[src/rtl/b200_pkg.sv]
// Shared types and default timing for the B200 reset sequencer.
package b200_pkg;

  typedef enum logic [1:0] {
    ST_WAIT_LOCK = 2'd0,
    ST_HOLDOFF   = 2'd1,
    ST_RELEASE   = 2'd2,
    ST_RUN       = 2'd3
  } seq_state_e;

  localparam int unsigned DEF_NUM_STAGES     = 3;
  localparam int unsigned DEF_HOLDOFF_CYCLES = 16;
  localparam int unsigned DEF_STAGE_GAP      = 8;
  localparam int unsigned DEF_LOCK_FILT      = 4;
  localparam int unsigned DEF_LOSS_CNT_W     = 8;

endpackage

[src/rtl/b200_lock_filter.sv]
// Brings the asynchronous PLL lock into bus_clk and accepts it only after
// LOCK_FILT consecutive synchronised-high samples; any low drops it at once.
module b200_lock_filter
  import b200_pkg::*;
#(
  parameter int unsigned LOCK_FILT = DEF_LOCK_FILT
) (
  input  logic bus_clk,
  input  logic reset_global,
  input  logic pll_locked_i,
  output logic locked_f_o
);

  localparam int unsigned CNT_W = (LOCK_FILT > 1) ? $clog2(LOCK_FILT + 1) : 1;
  localparam logic [CNT_W-1:0] CNT_LAST = CNT_W'(LOCK_FILT - 1);

  logic             sync1_q;
  logic             sync2_q;
  logic [CNT_W-1:0] cnt_q;
  logic             locked_q;

  // Two-flop synchroniser followed by the consecutive-high qualifier.
  always_ff @(posedge bus_clk or posedge reset_global) begin
    if (reset_global) begin
      sync1_q  <= 1'b0;
      sync2_q  <= 1'b0;
      cnt_q    <= '0;
      locked_q <= 1'b0;
    end else begin
      sync1_q <= pll_locked_i;
      sync2_q <= sync1_q;
      if (!sync2_q) begin
        cnt_q    <= '0;
        locked_q <= 1'b0;
      end else if (cnt_q == CNT_LAST) begin
        locked_q <= 1'b1;
      end else begin
        cnt_q <= cnt_q + 1'b1;
      end
    end
  end

  assign locked_f_o = locked_q;

endmodule

[src/rtl/b200_reset_sequencer.sv]
// Ordered multi-domain reset release: waits for filtered PLL lock, holds off,
// then releases stage 0..NUM_STAGES-1 with a fixed gap. Re-sequences on lock
// loss or software request and keeps a saturating lock-loss count.
module b200_reset_sequencer
  import b200_pkg::*;
#(
  parameter int unsigned NUM_STAGES     = DEF_NUM_STAGES,
  parameter int unsigned HOLDOFF_CYCLES = DEF_HOLDOFF_CYCLES,
  parameter int unsigned STAGE_GAP      = DEF_STAGE_GAP,
  parameter int unsigned LOCK_FILT      = DEF_LOCK_FILT,
  parameter int unsigned LOSS_CNT_W     = DEF_LOSS_CNT_W
) (
  input  logic                  bus_clk,
  input  logic                  reset_global,
  input  logic                  pll_locked,
  input  logic                  sw_reset_req,
  input  logic                  clear_loss,
  output logic [NUM_STAGES-1:0] stage_rst,
  output logic                  clocks_ready,
  output logic                  seq_busy,
  output logic [LOSS_CNT_W-1:0] lock_loss_count
);

  localparam int unsigned HOLD_W = $clog2(HOLDOFF_CYCLES + 1);
  localparam int unsigned GAP_W  = $clog2(STAGE_GAP + 1);
  localparam int unsigned IDX_W  = (NUM_STAGES > 1) ? $clog2(NUM_STAGES) : 1;

  localparam logic [HOLD_W-1:0] HOLD_LAST = HOLD_W'(HOLDOFF_CYCLES - 1);
  localparam logic [GAP_W-1:0]  GAP_LAST  = GAP_W'(STAGE_GAP - 1);
  localparam logic [IDX_W-1:0]  IDX_LAST  = IDX_W'(NUM_STAGES - 1);

  logic                  locked_f;
  logic                  lock_lost;
  seq_state_e            state_q;
  logic [HOLD_W-1:0]     hold_cnt_q;
  logic [GAP_W-1:0]      gap_cnt_q;
  logic [IDX_W-1:0]      idx_q;
  logic [IDX_W-1:0]      idx_next;
  logic [NUM_STAGES-1:0] stage_rst_q;
  logic                  ready_q;
  logic                  busy_q;
  logic [LOSS_CNT_W-1:0] loss_cnt_q;
  logic [LOSS_CNT_W-1:0] loss_cnt_d;

  b200_lock_filter #(
    .LOCK_FILT (LOCK_FILT)
  ) u_lock_filter (
    .bus_clk      (bus_clk),
    .reset_global (reset_global),
    .pll_locked_i (pll_locked),
    .locked_f_o   (locked_f)
  );

  // Lock is only "lost" once it had been accepted, i.e. outside WAIT_LOCK.
  assign lock_lost = !locked_f && (state_q != ST_WAIT_LOCK);
  assign idx_next  = idx_q + 1'b1;

  // Sequencer FSM with registered stage resets, ready and busy flags.
  always_ff @(posedge bus_clk or posedge reset_global) begin
    if (reset_global) begin
      state_q     <= ST_WAIT_LOCK;
      hold_cnt_q  <= '0;
      gap_cnt_q   <= '0;
      idx_q       <= '0;
      stage_rst_q <= '1;
      ready_q     <= 1'b0;
      busy_q      <= 1'b0;
    end else if (lock_lost) begin
      // Lock loss overrides any software request in the same cycle.
      state_q     <= ST_WAIT_LOCK;
      hold_cnt_q  <= '0;
      gap_cnt_q   <= '0;
      idx_q       <= '0;
      stage_rst_q <= '1;
      ready_q     <= 1'b0;
      busy_q      <= 1'b0;
    end else begin
      case (state_q)
        ST_WAIT_LOCK: begin
          if (locked_f) begin
            state_q    <= ST_HOLDOFF;
            hold_cnt_q <= '0;
            busy_q     <= 1'b1;
          end
        end
        ST_HOLDOFF: begin
          if (sw_reset_req) begin
            hold_cnt_q <= '0;
          end else if (hold_cnt_q == HOLD_LAST) begin
            stage_rst_q[0] <= 1'b0;
            idx_q          <= '0;
            gap_cnt_q      <= '0;
            if (NUM_STAGES == 1) begin
              state_q <= ST_RUN;
              ready_q <= 1'b1;
              busy_q  <= 1'b0;
            end else begin
              state_q <= ST_RELEASE;
            end
          end else begin
            hold_cnt_q <= hold_cnt_q + 1'b1;
          end
        end
        ST_RELEASE: begin
          if (sw_reset_req) begin
            state_q     <= ST_HOLDOFF;
            hold_cnt_q  <= '0;
            stage_rst_q <= '1;
          end else if (gap_cnt_q == GAP_LAST) begin
            gap_cnt_q             <= '0;
            stage_rst_q[idx_next] <= 1'b0;
            idx_q                 <= idx_next;
            if (idx_next == IDX_LAST) begin
              state_q <= ST_RUN;
              ready_q <= 1'b1;
              busy_q  <= 1'b0;
            end
          end else begin
            gap_cnt_q <= gap_cnt_q + 1'b1;
          end
        end
        ST_RUN: begin
          if (sw_reset_req) begin
            state_q     <= ST_HOLDOFF;
            hold_cnt_q  <= '0;
            stage_rst_q <= '1;
            ready_q     <= 1'b0;
            busy_q      <= 1'b1;
          end
        end
        default: begin
          state_q     <= ST_WAIT_LOCK;
          stage_rst_q <= '1;
          ready_q     <= 1'b0;
          busy_q      <= 1'b0;
        end
      endcase
    end
  end

  // Saturating lock-loss counter; clear wins over a same-cycle increment.
  always_comb begin
    loss_cnt_d = loss_cnt_q;
    if (clear_loss) begin
      loss_cnt_d = '0;
    end else if (lock_lost && (loss_cnt_q != '1)) begin
      loss_cnt_d = loss_cnt_q + 1'b1;
    end
  end

  // Lock-loss counter register.
  always_ff @(posedge bus_clk or posedge reset_global) begin
    if (reset_global) begin
      loss_cnt_q <= '0;
    end else begin
      loss_cnt_q <= loss_cnt_d;
    end
  end

  assign stage_rst       = stage_rst_q;
  assign clocks_ready    = ready_q;
  assign seq_busy        = busy_q;
  assign lock_loss_count = loss_cnt_q;

endmodule
[config.mk]
export PLATFORM = sky130hd
export DESIGN_NAME = b200_reset_sequencer
export DESIGN_NICKNAME = d
export VERILOG_FILES = /design/src/rtl/b200_pkg.sv /design/src/rtl/b200_lock_filter.sv /design/src/rtl/b200_reset_sequencer.sv
export SDC_FILE = /design/constraint.sdc
export NUM_CORES = 1
export LEC_CHECK = 0
export BUFFER_PORTS_ARGS = -buffer_cell sky130_fd_sc_hd__buf_4
export CAP_MARGIN = 15
export CORE_MARGIN = 2
export CORE_UTILIZATION = 55
export CTS_BUF_LIST = sky130_fd_sc_hd__clkbuf_16
export CTS_CLUSTER_DIAMETER = 120
export CTS_CLUSTER_SIZE = 10
export DETAILED_ROUTE_END_ITERATION = 6
export GPL_TIMING_DRIVEN = 0
export PLACE_DENSITY = 0.84
export SYNTH_ARGS = -nofsm -noshare
export SYNTH_HDL_FRONTEND = slang
export SYNTH_SLANG_ARGS = --single-unit
[constraint.sdc]
create_clock -name bus_clk -period 3.35 [get_ports bus_clk]
set_input_delay 0.67 -clock bus_clk [delete_from_list [all_inputs] [get_ports bus_clk]]
set_output_delay 0.67 -clock bus_clk [all_outputs]
set_load 0.01 [all_outputs]
==> impl_metrics.yaml, run 1 <==
sta:
  hold_slack_ns: 0.346
  setup-violations-final: 0
  rsz0062_at_grt: "false"
  fin_tns_setup_ns: 0
  period_share_pct: 60.3
  worstMarginPinSlew_ns: 0.558
  min_period_ns: 2.02
  finalHoldViolCount: 0
  clock_skew_ns: 0.00562
  timing.fmax_ghz: 0.495
  finalMaxSlewViolations: 0
  slew_headroom_pct: 62.8
synth:
  syn_avg_cell_area_sq_um: 10.1
  synth_top_area_share_pct: 38.0
  synth-edff-count: 0
  ys_ff_latch: 32
  syn_inst: 189
  ys_top_cells_by_area: "dfrtp_1, ha_1, dfstp_2"
  synth_area_sq_um: 1910
  yosys_warnings: 0
  yosys_most_used_dff: "dfrtp_1"
  yosysSeqAreaShare_pct: 42.2
  synth_nets: 207
  async_flop_share_pct: 100
  synth.largest_area_cell: "dfrtp_1"
  synth.distinct_cells: 55
critical_path:
  cp_slowest_cell: "dfrtp_1"
  path_class: "reg -> reg"
  crit_path_start_kind: "flip-flop"
  crit_path_max_incr_delay_ns: 0.52
  cp.required_ns: 3.52
  cp_cell_sequence: "inv_1, ha_1, buf_2, a21oi_2, nor3b_4, or2_1, buf_6, a22o_1"
  cp-end-kind: "flip-flop"
  r2r-start: "state_q[0]$_DFFE_PP0P_"
  cp_num_buf_inv: 3
  cp_top_family: "flip-flops"
  setup.worst_path.start: "state_q[0]$_DFFE_PP0P_"
  arrival_ns: 2.19
  cp_max_fo: 9
drt:
  drtPass1Iterations: 4
  wl_per_cell_microns: 15.5
  drtIter0Drc: 49
  vias_per_cell: 5.75
  drc: 0
  vias: 1495
  ant_nets: 0
  routed_wl_microns: 4030
final_layout:
  layout.nets: 231
  final.fill_count: 267
  final_cells: 260
  area_delta_synth_final_pct: 17.9
  antenna_cells: 0
  layout_commonest_cell: "dfrtp_1"
  layout_common_cells: "dfrtp_1, buf_4, o21ai_0"
  register_area_sq_um: 805
  multi_input_area_sq_um: 1020
  drive_gt1_share_pct: 20.6
power_and_ir_drop:
  vdd_ir_drop_max_v: 0.000412
  leakagePower_nw: 1.01
  power_density_nw_per_um2: 600
run_status:
  status: "finished clean"
global_routing:
  antenna_found_initial: 0
  gr-usage-all-layers_pct: 23.7
  gr-total-overflow: 0
  grt_pass1_wl_microns: 7200
  grt_pass1_vias: 1559
  grt_start_max_net_pins: 21
place:
  place.gp.congestion: 0.823
  hpwl_microns: 2770
  dp_cells: 252
  portBuffers: 16
cts:
  post_cts_buffers: 0
  cts.sinks: 32
  clkSlewWorstSetupHoldPaths_ns: 0.05
  ctsResizeCount: 0
  clk_latency_ns: 0.28
  tritoncts: "yes"
  cts_root_buffer: "clkbuf_16"
  ctsHtreeMaxLevel: 2
  cts_buffers: 5
  holdBufCountCts: 0
  ctsLongestPathBuffers: 2
floorplanning:
  core_area_sq_um: 3340
  dieWidth_microns: 62.9
  io-pin-count: 18
  rows: 21
  dieHeight_microns: 62.9
  start_util_pct: 57.2
  dieArea_sq_um: 3960
hold_path:
  min_from: "u_lock_filter.sync1_q$_DFF_PP0_"
  hold_path_class: "reg -> reg"
job:
  maxCapViolations: 0
[per-layer routing]
layer,routed length (microns),vias up,global-route usage [%]
met5,0,-,0
met3,188,11,7.75
li1,-,734,-
met4,108,0,11.9
met2,1880,35,35.4
met1,1860,715,30.8
[cells in the mapped netlist (3+ instances only)]
library cell,count
dfrtp_1,29
o21ai_0,14
dfstp_2,3
buf_2,3
nand2_1,12
nand2b_1,4
and2_1,3
ha_1,13
xor2_1,5
nor2_1,10
a21oi_1,8
a21o_1,3
inv_1,10
nor3_1,4
o31ai_1,4
and3_1,4
a211oi_1,3
nand3_1,7
nand4_1,3
o211ai_1,3
nor2b_1,5
[layout make-up]
class | count | share of cell area [%]
flip-flops and latches | 32 | 35.8
multi-input cells | 140 | 45.3
plain buffers | 6 | 1.84
inverters | 11 | 1.95
clock buffers | 5 | 5.56
well taps | 46 | 2.56
clock inverters | 3 | 0.501
repair buffers | 17 | 6.56
[final timing paths]
kind | end | slack (ns) | depth (start not counted)
max | gap_cnt_q[3]$_DFFE_PP0P_ | 1.33 | 8
min | u_lock_filter.sync2_q$_DFF_PP0_ | 0.35 | 0
max reg2reg | gap_cnt_q[3]$_DFFE_PP0P_ | 1.33 | 8
min reg2reg | u_lock_filter.sync2_q$_DFF_PP0_ | 0.35 | 0
max in group asynchronous | stage_rst[1]$_DFFE_PP1P_ | 2.33 | 3
min in group asynchronous | u_lock_filter.cnt_q[0]$_DFFE_PP0P_ | 0.44 | 2
[sequential cells by signal, summed over array words and instances, names as in the netlist]
register and flops:
lock_loss_count 8, u_lock_filter.sync2_q 1, u_lock_filter.sync1_q 1, idx_q 2, gap_cnt_q 4, clocks_ready 1
hold_cnt_q 5, u_lock_filter.cnt_q 3, seq_busy 1, state_q 2, u_lock_filter.locked_f_o 1, stage_rst 3
[power by group]
group | internal [W] | total, W | leakage (nW) | switching [W]
sequential | 0.000427 | 0.000472 | 0.423 | 0.0000455
combinational | 0.000182 | 0.000455 | 0.513 | 0.000274
clock | 0.000267 | 0.000421 | 0.0701 | 0.000155
total | 0.000875 | 0.00135 | 1.01 | 0.000474
[logic make-up after synthesis]
group | share of synthesized area, %
AND/OR/NAND/NOR | 21.4
AO/OA/AOI/OAI | 19.1
flip-flops | 42.2
buffers and inverters | 4.46
adder cells (fa/ha/maj) | 8.52
XOR/XNOR | 2.75
multiplexers | 1.64
[metrics by stage]
stage	utilization [%]	power [W]	worst slack [ns]	cell area (sq um)
CTS	67.4	0.00136	1.34	2250
floorplan	-	0.000800	1.54	1910
finish	67.4	0.00135	1.33	2250
detailed placement	63.3	0.000928	1.37	2110
global route	67.4	0.00144	1.16	2250
global placement	62.5	0.000904	1.38	2090
Note: power is estimated with default switching activity, not from simulation.
==> run 2, diff against run 1 <==
==> constraint.sdc (replaced) <==
create_clock -name bus_clk -period 2 [get_ports bus_clk]
set_input_delay 0.4 -clock bus_clk [delete_from_list [all_inputs] [get_ports bus_clk]]
set_output_delay 0.4 -clock bus_clk [all_outputs]
set_load 0.01 [all_outputs]
==> run 2 against run 1 <==
Power up 75%. Register-to-register slack got worse by 1.2 ns. Non-clock buffer count grew 4. Wire length up 3.7%. Sequential power rose by 67%. Clock skew is essentially flat. Highest routed layer unchanged. Global-route usage increased by 0.19 points. Worst setup slack got worse by 1.2 ns.
==> impl_metrics.yaml, run 2 (synthesis gave the netlist of run 1 again) <==
run_status:
  status: "finished clean"
cts:
  holdBufCountCts: 0
  tritoncts: "yes"
  clk_latency_ns: 0.28
  ctsLongestPathBuffers: 2
  ctsHtreeMaxLevel: 2
  cts_root_buffer: "clkbuf_16"
  cts.sinks: 32
  cts_buffers: 5
  clkSlewWorstSetupHoldPaths_ns: 0.05
final_layout:
  utilization_pct: 69.6
  layout_common_cells: "dfrtp_1, buf_4, o21ai_0"
  final_cells: 264
  area_delta_synth_final_pct: 21.8
  final.fill_count: 255
  largest_register_ffs: 8
  layout.nets: 235
  antenna_cells: 0
  final_area_sq_um: 2320
  layout_commonest_cell: "dfrtp_1"
  drive_gt1_share_pct: 25.7
  multi_input_area_sq_um: 1060
  register_area_sq_um: 807
floorplanning:
  dieWidth_microns: 62.9
  core_area_sq_um: 3340
  rows: 21
  start_util_pct: 57.2
  dieHeight_microns: 62.9
  dieArea_sq_um: 3960
  io-pin-count: 18
place:
  dp_cells: 252
  hpwl_microns: 2770
  portBuffers: 16
  dpl-instance-area_sq_um: 2110
  place.gp.congestion: 0.823
sta:
  slew_headroom_pct: 62.8
  hold_slack_ns: 0.172
  timing.fmax_ghz: 0.527
  fin_tns_setup_ns: 0
  min_period_ns: 1.90
  setup-violations-final: 0
  rsz0062_at_grt: "true"
  period_share_pct: 94.8
  clock_skew_ns: 0.00540
  finalMaxSlewViolations: 0
  worstMarginPinSlew_ns: 0.557
  finalHoldViolCount: 0
drt:
  vias: 1527
  vias_per_cell: 5.78
  drtPass1Iterations: 4
  drtIter0Drc: 37
  wl_per_cell_microns: 15.8
  drc: 0
  routed_wl_microns: 4180
  ant_nets: 0
job:
  maxCapViolations: 0
power_and_ir_drop:
  power_density_nw_per_um2: 1020
  leakagePower_nw: 1.03
  vdd_ir_drop_max_v: 0.000682
global_routing:
  grt_pass1_vias: 1591
  gr-usage-all-layers_pct: 23.9
  grt_start_max_net_pins: 21
  grt_pass1_wl_microns: 7290
  antenna_found_initial: 0
  gr-total-overflow: 0
critical_path:
  cp.required_ns: 2.17
  cp-end-kind: "flip-flop"
  path_class: "reg -> reg"
  cp_max_fo: 6
  crit_path_start_kind: "flip-flop"
  arrival_ns: 2.06
hold_path:
  hold_path_class: "in -> async"
-- run 2: worst max-delay path: stages, from the launching register on --
cell      delay (ns)
dfrtp_1         0.38
ha_2            0.20
and3_1          0.19
ha_4            0.16
nand2b_4        0.07
nor3b_4         0.17
or2_1           0.24
buf_6           0.14
a22o_1          0.22
-- run 2: area by class of cell --
| class | count | share of cell area [%] |
|---|---|---|
| Buffer | 6 | 1.88 |
| Multi-Input combinational cell | 140 | 45.5 |
| Inverter | 11 | 1.88 |
| Clock inverter | 3 | 0.485 |
| Sequential cell | 32 | 34.7 |
| Tap cell | 46 | 2.48 |
| Timing Repair Buffer | 21 | 7.65 |
| Clock buffer | 5 | 5.39 |
-- run 2: repair_timing --
item                       CTS  global route
pin swaps                    0             1
buffers inserted             2             2
resized for setup            1            11
gates cloned                 0             0
hold endpoints to repair     0             0
setup endpoints to repair    2            11
-- run 2: power by group --
part / switching [W] / internal [W] / leakage (nW)
clock: 0.000262 / 0.000446 / 0.0701
combinational: 0.000499 / 0.000370 / 0.537
sequential: 0.0000721 / 0.000717 / 0.420
total: 0.000833 / 0.00153 / 1.03
-- run 2: metrics by stage --
step / setup WS (ns) / power, W
finish: 0.104 / 0.00237
global route: 0.00282 / 0.00251
CTS: 0.0307 / 0.00231
detailed placement: 0.0171 / 0.00155
global placement: 0.0299 / 0.00151
floorplan: 0.186 / 0.00134
-- run 2: worst paths after layout --
path / slack, ns / from / end / depth (start not counted)
hold reg to reg: 0.35 / u_lock_filter.sync1_q$_DFF_PP0_ / u_lock_filter.sync2_q$_DFF_PP0_ / 0
hold / removal: 0.17 / reset_global / u_lock_filter.cnt_q[0]$_DFFE_PP0P_ / 2
min in group bus_clk: 0.24 / pll_locked / u_lock_filter.sync1_q$_DFF_PP0_ / 1
setup / recovery: 0.10 / hold_cnt_q[0]$_DFFE_PP0P_ / gap_cnt_q[3]$_DFFE_PP0P_ / 8
setup reg to reg: 0.10 / hold_cnt_q[0]$_DFFE_PP0P_ / gap_cnt_q[3]$_DFFE_PP0P_ / 8
max in group asynchronous: 1.25 / reset_global / stage_rst[1]$_DFFE_PP1P_ / 3
-- run 2: metal layers --
| metal | track usage, % | vias up | routed length (microns) |
|---|---|---|---|
| met5 | 0 | - | 0 |
| met4 | 12.5 | 0 | 110 |
| met3 | 7.93 | 11 | 176 |
| met2 | 35.6 | 34 | 1960 |
| met1 | 30.8 | 738 | 1930 |
| li1 | - | 744 | - |
